**src/rtl/uart_rx_engine.sv**
```systemverilog
// 16x-oversampled UART receiver with a first-word-fall-through receive FIFO
// and sticky frame/parity/overflow error flags.
module uart_rx_engine #(
  parameter int unsigned FIFO_DEPTH = 16,
  parameter int unsigned DIV_W      = 12
) (
  input  logic                        clk,
  input  logic                        reset_n,
  input  logic                        rx_in,
  input  logic [DIV_W-1:0]            baud_div,
  input  logic                        parity_en,
  input  logic                        two_stop,
  input  logic                        rd_en,
  input  logic                        err_clr,
  output logic [7:0]                  data_out,
  output logic                        fifo_full,
  output logic                        fifo_empty,
  output logic [$clog2(FIFO_DEPTH):0] fifo_count,
  output logic                        interrupt,
  output logic                        frame_error,
  output logic                        parity_error,
  output logic                        overflow
);

  localparam int unsigned PtrW = $clog2(FIFO_DEPTH);
  localparam int unsigned CntW = PtrW + 1;

  typedef enum logic [2:0] {
    StIdle, StStart, StData, StParity, StStop1, StStop2, StDone
  } state_e;

  state_e           state_q, state_d;
  logic             rx_meta_q, rxs_q;
  logic [DIV_W-1:0] tick_cnt_q, tick_cnt_d, div_last;
  logic             tick, bit_end;
  logic [3:0]       os_cnt_q, os_cnt_d;
  logic [2:0]       bit_idx_q, bit_idx_d;
  logic [7:0]       shift_q, shift_d;
  logic             perr_q, perr_d, ferr_q, ferr_d;
  logic             push, pop;
  logic             set_ferr, set_perr, set_ovf;
  logic             frame_error_q, frame_error_d;
  logic             parity_error_q, parity_error_d;
  logic             overflow_q, overflow_d;

  logic [7:0]       mem_q [FIFO_DEPTH];
  logic [PtrW-1:0]  wr_ptr_q, rd_ptr_q;
  logic [CntW-1:0]  count_q, count_d;

  // Two-flop synchronizer; idles high so reset does not look like a start bit.
  always_ff @(posedge clk or negedge reset_n) begin
    if (!reset_n) begin
      rx_meta_q <= 1'b1;
      rxs_q     <= 1'b1;
    end else begin
      rx_meta_q <= rx_in;
      rxs_q     <= rx_meta_q;
    end
  end

  // Free-running oversample tick; a divisor of 0 behaves like 1.
  always_comb begin
    div_last   = (baud_div == '0) ? '0 : baud_div - DIV_W'(1);
    tick       = (tick_cnt_q >= div_last);
    tick_cnt_d = tick ? '0 : tick_cnt_q + DIV_W'(1);
  end

  assign pop = rd_en && !fifo_empty;

  always_comb begin
    state_d   = state_q;
    bit_idx_d = bit_idx_q;
    shift_d   = shift_q;
    perr_d    = perr_q;
    ferr_d    = ferr_q;
    push      = 1'b0;
    set_ferr  = 1'b0;
    set_perr  = 1'b0;
    set_ovf   = 1'b0;
    bit_end   = tick && (os_cnt_q == 4'd15);

    unique case (state_q)
      StIdle: begin
        if (!rxs_q) state_d = StStart;
      end
      StStart: begin
        if (tick && (os_cnt_q == 4'd7)) begin
          if (!rxs_q) begin
            state_d   = StData;
            bit_idx_d = '0;
            perr_d    = 1'b0;
            ferr_d    = 1'b0;
          end else begin
            state_d = StIdle;
          end
        end
      end
      StData: begin
        if (bit_end) begin
          shift_d[bit_idx_q] = rxs_q;
          bit_idx_d          = bit_idx_q + 3'd1;
          if (bit_idx_q == 3'd7) state_d = parity_en ? StParity : StStop1;
        end
      end
      StParity: begin
        if (bit_end) begin
          perr_d  = ^{shift_q, rxs_q};
          state_d = StStop1;
        end
      end
      StStop1: begin
        if (bit_end) begin
          ferr_d  = ferr_q | ~rxs_q;
          state_d = two_stop ? StStop2 : StDone;
        end
      end
      StStop2: begin
        if (bit_end) begin
          ferr_d  = ferr_q | ~rxs_q;
          state_d = StDone;
        end
      end
      StDone: begin
        state_d = StIdle;
        if (perr_q || ferr_q) begin
          set_perr = perr_q;
          set_ferr = ferr_q;
        end else if (fifo_full && !pop) begin
          set_ovf = 1'b1;
        end else begin
          push = 1'b1;
        end
      end
      default: state_d = StIdle;
    endcase

    os_cnt_d = (state_d != state_q) ? 4'd0 : (tick ? os_cnt_q + 4'd1 : os_cnt_q);
  end

  always_ff @(posedge clk or negedge reset_n) begin
    if (!reset_n) begin
      state_q    <= StIdle;
      tick_cnt_q <= '0;
      os_cnt_q   <= '0;
      bit_idx_q  <= '0;
      shift_q    <= '0;
      perr_q     <= 1'b0;
      ferr_q     <= 1'b0;
    end else begin
      state_q    <= state_d;
      tick_cnt_q <= tick_cnt_d;
      os_cnt_q   <= os_cnt_d;
      bit_idx_q  <= bit_idx_d;
      shift_q    <= shift_d;
      perr_q     <= perr_d;
      ferr_q     <= ferr_d;
    end
  end

  // Sticky flags: a new error in the same cycle as err_clr wins.
  always_comb begin
    frame_error_d  = (err_clr ? 1'b0 : frame_error_q)  | set_ferr;
    parity_error_d = (err_clr ? 1'b0 : parity_error_q) | set_perr;
    overflow_d     = (err_clr ? 1'b0 : overflow_q)     | set_ovf;
  end

  always_ff @(posedge clk or negedge reset_n) begin
    if (!reset_n) begin
      frame_error_q  <= 1'b0;
      parity_error_q <= 1'b0;
      overflow_q     <= 1'b0;
    end else begin
      frame_error_q  <= frame_error_d;
      parity_error_q <= parity_error_d;
      overflow_q     <= overflow_d;
    end
  end

  always_ff @(posedge clk) begin
    if (push) mem_q[wr_ptr_q] <= shift_q;
  end

  always_comb begin
    count_d = count_q;
    if (push && !pop)      count_d = count_q + CntW'(1);
    else if (pop && !push) count_d = count_q - CntW'(1);
  end

  always_ff @(posedge clk or negedge reset_n) begin
    if (!reset_n) begin
      wr_ptr_q <= '0;
      rd_ptr_q <= '0;
      count_q  <= '0;
    end else begin
      if (push) wr_ptr_q <= wr_ptr_q + PtrW'(1);
      if (pop)  rd_ptr_q <= rd_ptr_q + PtrW'(1);
      count_q <= count_d;
    end
  end

  assign fifo_empty   = (count_q == '0);
  assign fifo_full    = (count_q == CntW'(FIFO_DEPTH));
  assign fifo_count   = count_q;
  assign data_out     = fifo_empty ? 8'h00 : mem_q[rd_ptr_q];
  assign interrupt    = !fifo_empty;
  assign frame_error  = frame_error_q;
  assign parity_error = parity_error_q;
  assign overflow     = overflow_q;

endmodule
```
**config.mk**
```make
export PLATFORM = sky130hd
export DESIGN_NAME = uart_rx_engine
export DESIGN_NICKNAME = d
export VERILOG_FILES = /design/src/rtl/uart_rx_engine.sv
export SDC_FILE = /design/constraint.sdc
export NUM_CORES = 1
export LEC_CHECK = 0
export BUFFER_PORTS_ARGS = -buffer_cell sky130_fd_sc_hd__buf_4
export CORE_MARGIN = 2
export CORE_UTILIZATION = 62
export CTS_CLUSTER_DIAMETER = 40
export CTS_CLUSTER_SIZE = 8
export DETAILED_ROUTE_END_ITERATION = 10
export PLACE_DENSITY = 0.8
export SYNTH_ARGS = -nofsm -noshare
export SYNTH_HDL_FRONTEND = slang
export SYNTH_SLANG_ARGS = --single-unit
export TNS_END_PERCENT = 20
```
**constraint.sdc**
```tcl
create_clock -name clk -period 5.4 [get_ports clk]
set_input_delay 0.54 -clock clk [delete_from_list [all_inputs] [get_ports clk]]
set_output_delay 0.54 -clock clk [all_outputs]
set_load 0.1 [all_outputs]
```
==> impl_metrics.json <==
{
  "clk_pin_slew_ps": 60,
  "fp.dieW_microns": 118,
  "hp-class": "in2async",
  "cts_resized": 0,
  "ys_seq_elements": 178,
  "fin_setup_tns_ps": 0,
  "slew_headroom_pct": 39.0,
  "top_layer": "met4",
  "route.met2.wl_mm": 8.70,
  "synth_cell_type_count": 48,
  "syn-cell-area_sq_um": 8110,
  "rows": 41,
  "yosys_most_used_dff": "edfxtp_1",
  "flow.area_growth_from_synthesis_pct": 11.7,
  "cts_hold_repair.buffers": 0,
  "post-route-drc-count": 0,
  "setup_viol": 0,
  "fillers": 825,
  "syn-mean-instance-area_sq_um": 14.9,
  "drtIter0Drc": 436,
  "synth_most_common_cell": "edfxtp_1",
  "p_leak_uw": 0.00352,
  "wl_met3_mm": 1.01,
  "yosysSeqAreaShare_pct": 62.8,
  "nets": 626,
  "dieArea_sq_um": 14000,
  "layout-drive-gt1-share_pct": 19.1,
  "grt_max_degree": 51,
  "rsz0062_at_grt": "no",
  "p_per_area_nw_per_um2": 434,
  "worstPathRequired_ps": 4860,
  "die_h_microns": 118,
  "max_cap_violations": 0,
  "grt_util_all_layers_pct": 25.7,
  "synth_top_area_share_pct": 47.4,
  "numCtsBuffers": 17,
  "critPathMaxFanout": 26,
  "grt_pass1_wl_mm": 26.5,
  "clk_latency_ps": 430,
  "crit_path_start_kind": "flip-flop",
  "dp_hpwl_mm": 10.3,
  "gr-total-overflow": 0,
  "worstPathArrival_ps": 3270,
  "yosysTopAreaCell": "edfxtp_1",
  "drt-met1-wl_mm": 6.49,
  "place_congestion": 0.811,
  "post_cts_buffers": 0,
  "finalNonFillerCells": 763,
  "yosys-top-cells-area": "edfxtp_1 (47%), dfrtp_1 (15%), mux4_2 (11%)",
  "ir_drop_v": 0.000297,
  "grt_pass1_vias": 4858,
  "synthTopCellsByCount": "edfxtp_1 (128), dfrtp_1 (48), nand2_1 (45)",
  "initial_utilization_pct": 63.8,
  "yosysWarnings": 0,
  "finalHoldViolCount": 0,
  "post-route-period-util_pct": 70.6,
  "max_clock_freq_ghz": 0.262,
  "clock_skew_ps": 5.97,
  "async_reset_ff_share_pct": 28.1,
  "drt-total-wl_mm": 16.6,
  "portBuffers": 37,
  "maxSlewViolCount": 0,
  "cts_buffer_depth": 2,
  "vias_per_cell": 6.04,
  "worst_pin_slew_ps": 915,
  "dr.pass1.iters": 5,
  "post_drt_wl_per_cell_microns": 21.8,
  "cts_max_level": 4,
  "num_vias": 4611,
  "antenna_found_initial": 0,
  "status": "complete, no violations",
  "synth_edf_count": 128,
  "clock_sinks": 178,
  "cts_tree": "done",
  "dp.cells": 732,
  "root_buffer": "clkbuf_16",
  "antenna_cells": 0,
  "syn_inst": 543,
  "period_needed_ps": 3810,
  "core-area_sq_um": 12700,
  "syn_nets": 590,
  "crit_type": "reg2out",
  "ant_nets": 0,
  "crit_path_end_kind": "output port",
  "io_pins": 38
}
-- path summary, 6_finish.rpt --
kind	start	end	slack [ps]	cells after the start
worst max-delay path	rd_ptr_q[0]	data_out[0]	1590	5
worst min-delay path	reset_n	state_q[0]	120	1
worst max register to register	state_q[2]	fifo_count[4]	2160	12
worst min register to register	rx_meta_q	rxs_q	360	0
max in group asynchronous	reset_n	rd_ptr_q[1]	4810	1
min in group clk	rx_in	rx_meta_q	210	1
-- area by class of cell --
cell class | instances | area, sq um | area share, %
Sequential cell | 178 | 5100 | 56.3
Clock inverter | 12 | 118 | 1.30
Tap cell | 172 | 215 | 2.38
Clock buffer | 19 | 433 | 4.78
Inverter | 20 | 75.1 | 0.829
Timing Repair Buffer | 39 | 293 | 3.23
Multi-Input combinational cell | 323 | 2830 | 31.2
-- through the flow --
| step | hold slack (ps) | total power [uW] | utilization (%) | setup slack [ps] | instance area, sq um |
|---|---|---|---|---|---|
| floorplan | 244 | 2580 | - | 1710 | 8110 |
| global placement | 346 | 2760 | 66.9 | 1860 | 8510 |
| detailed placement | 347 | 2790 | 66.9 | 1730 | 8510 |
| CTS | 152 | 3950 | 71.2 | 1540 | 9060 |
| global route | 180 | 4080 | 71.2 | 1390 | 9060 |
| finish | 125 | 3930 | 71.2 | 1590 | 9060 |
-- layer usage --
metal | up-vias | global-route usage (%)
met1 | 2316 | 31.2
met3 | 27 | 6.61
met2 | 169 | 44.4
met4 | 0 | 9.75
met5 | - | 0
li1 | 2099 | -
-- state kept, by name, summed over array words and instances (netlist names), 3 cells and up --
name / cells
mem_q: 128
tick_cnt_q: 12
shift_q: 8
fifo_count: 5
os_cnt_q: 4
rd_ptr_q: 4
wr_ptr_q: 4
bit_idx_q: 3
state_q: 3
-- layout by cell type (no fill, tap or decap), types with 12 or more instances in the layout --
cell / instances
clkbuf_16: 17
inv_1: 19
ha_1: 27
xor2_1: 16
nand2_1: 45
nor2_1: 29
xnor2_1: 24
o21ai_0: 12
edfxtp_1: 128
and2_1: 27
buf_4: 39
mux4_2: 40
dfrtp_1: 46
-- where the power goes --
part           total (uW)  leakage (uW)  internal, uW  switching (uW)
Combinational         997       0.00136           393             604
Clock                1170      0.000259           670             495
Sequential           1770       0.00189          1530             237
-- cell families (layout without fill, tap and decap cells) --
| family | Yosys count | after routing | synth area share (%) |
|---|---|---|---|
| AO/OA/AOI/OAI | 41 | 41 | 3.18 |
| XOR/XNOR | 40 | 40 | 4.32 |
| buffers and inverters | 42 | 90 | 2.34 |
| adder cells (fa/ha/maj) | 28 | 28 | 4.41 |
| flip-flops | 178 | 178 | 62.8 |
| AND/OR/NAND/NOR | 161 | 161 | 10.0 |
| multiplexers | 53 | 53 | 12.9 |
-- worst max-delay path: stages, from the launching register on --
cell and delay (ps):
dfrtp_2 950, buf_4 370, mux4_2 570, mux4_2 500, and2_1 200, buf_4 230
Note: power is estimated with default switching activity, not from simulation.
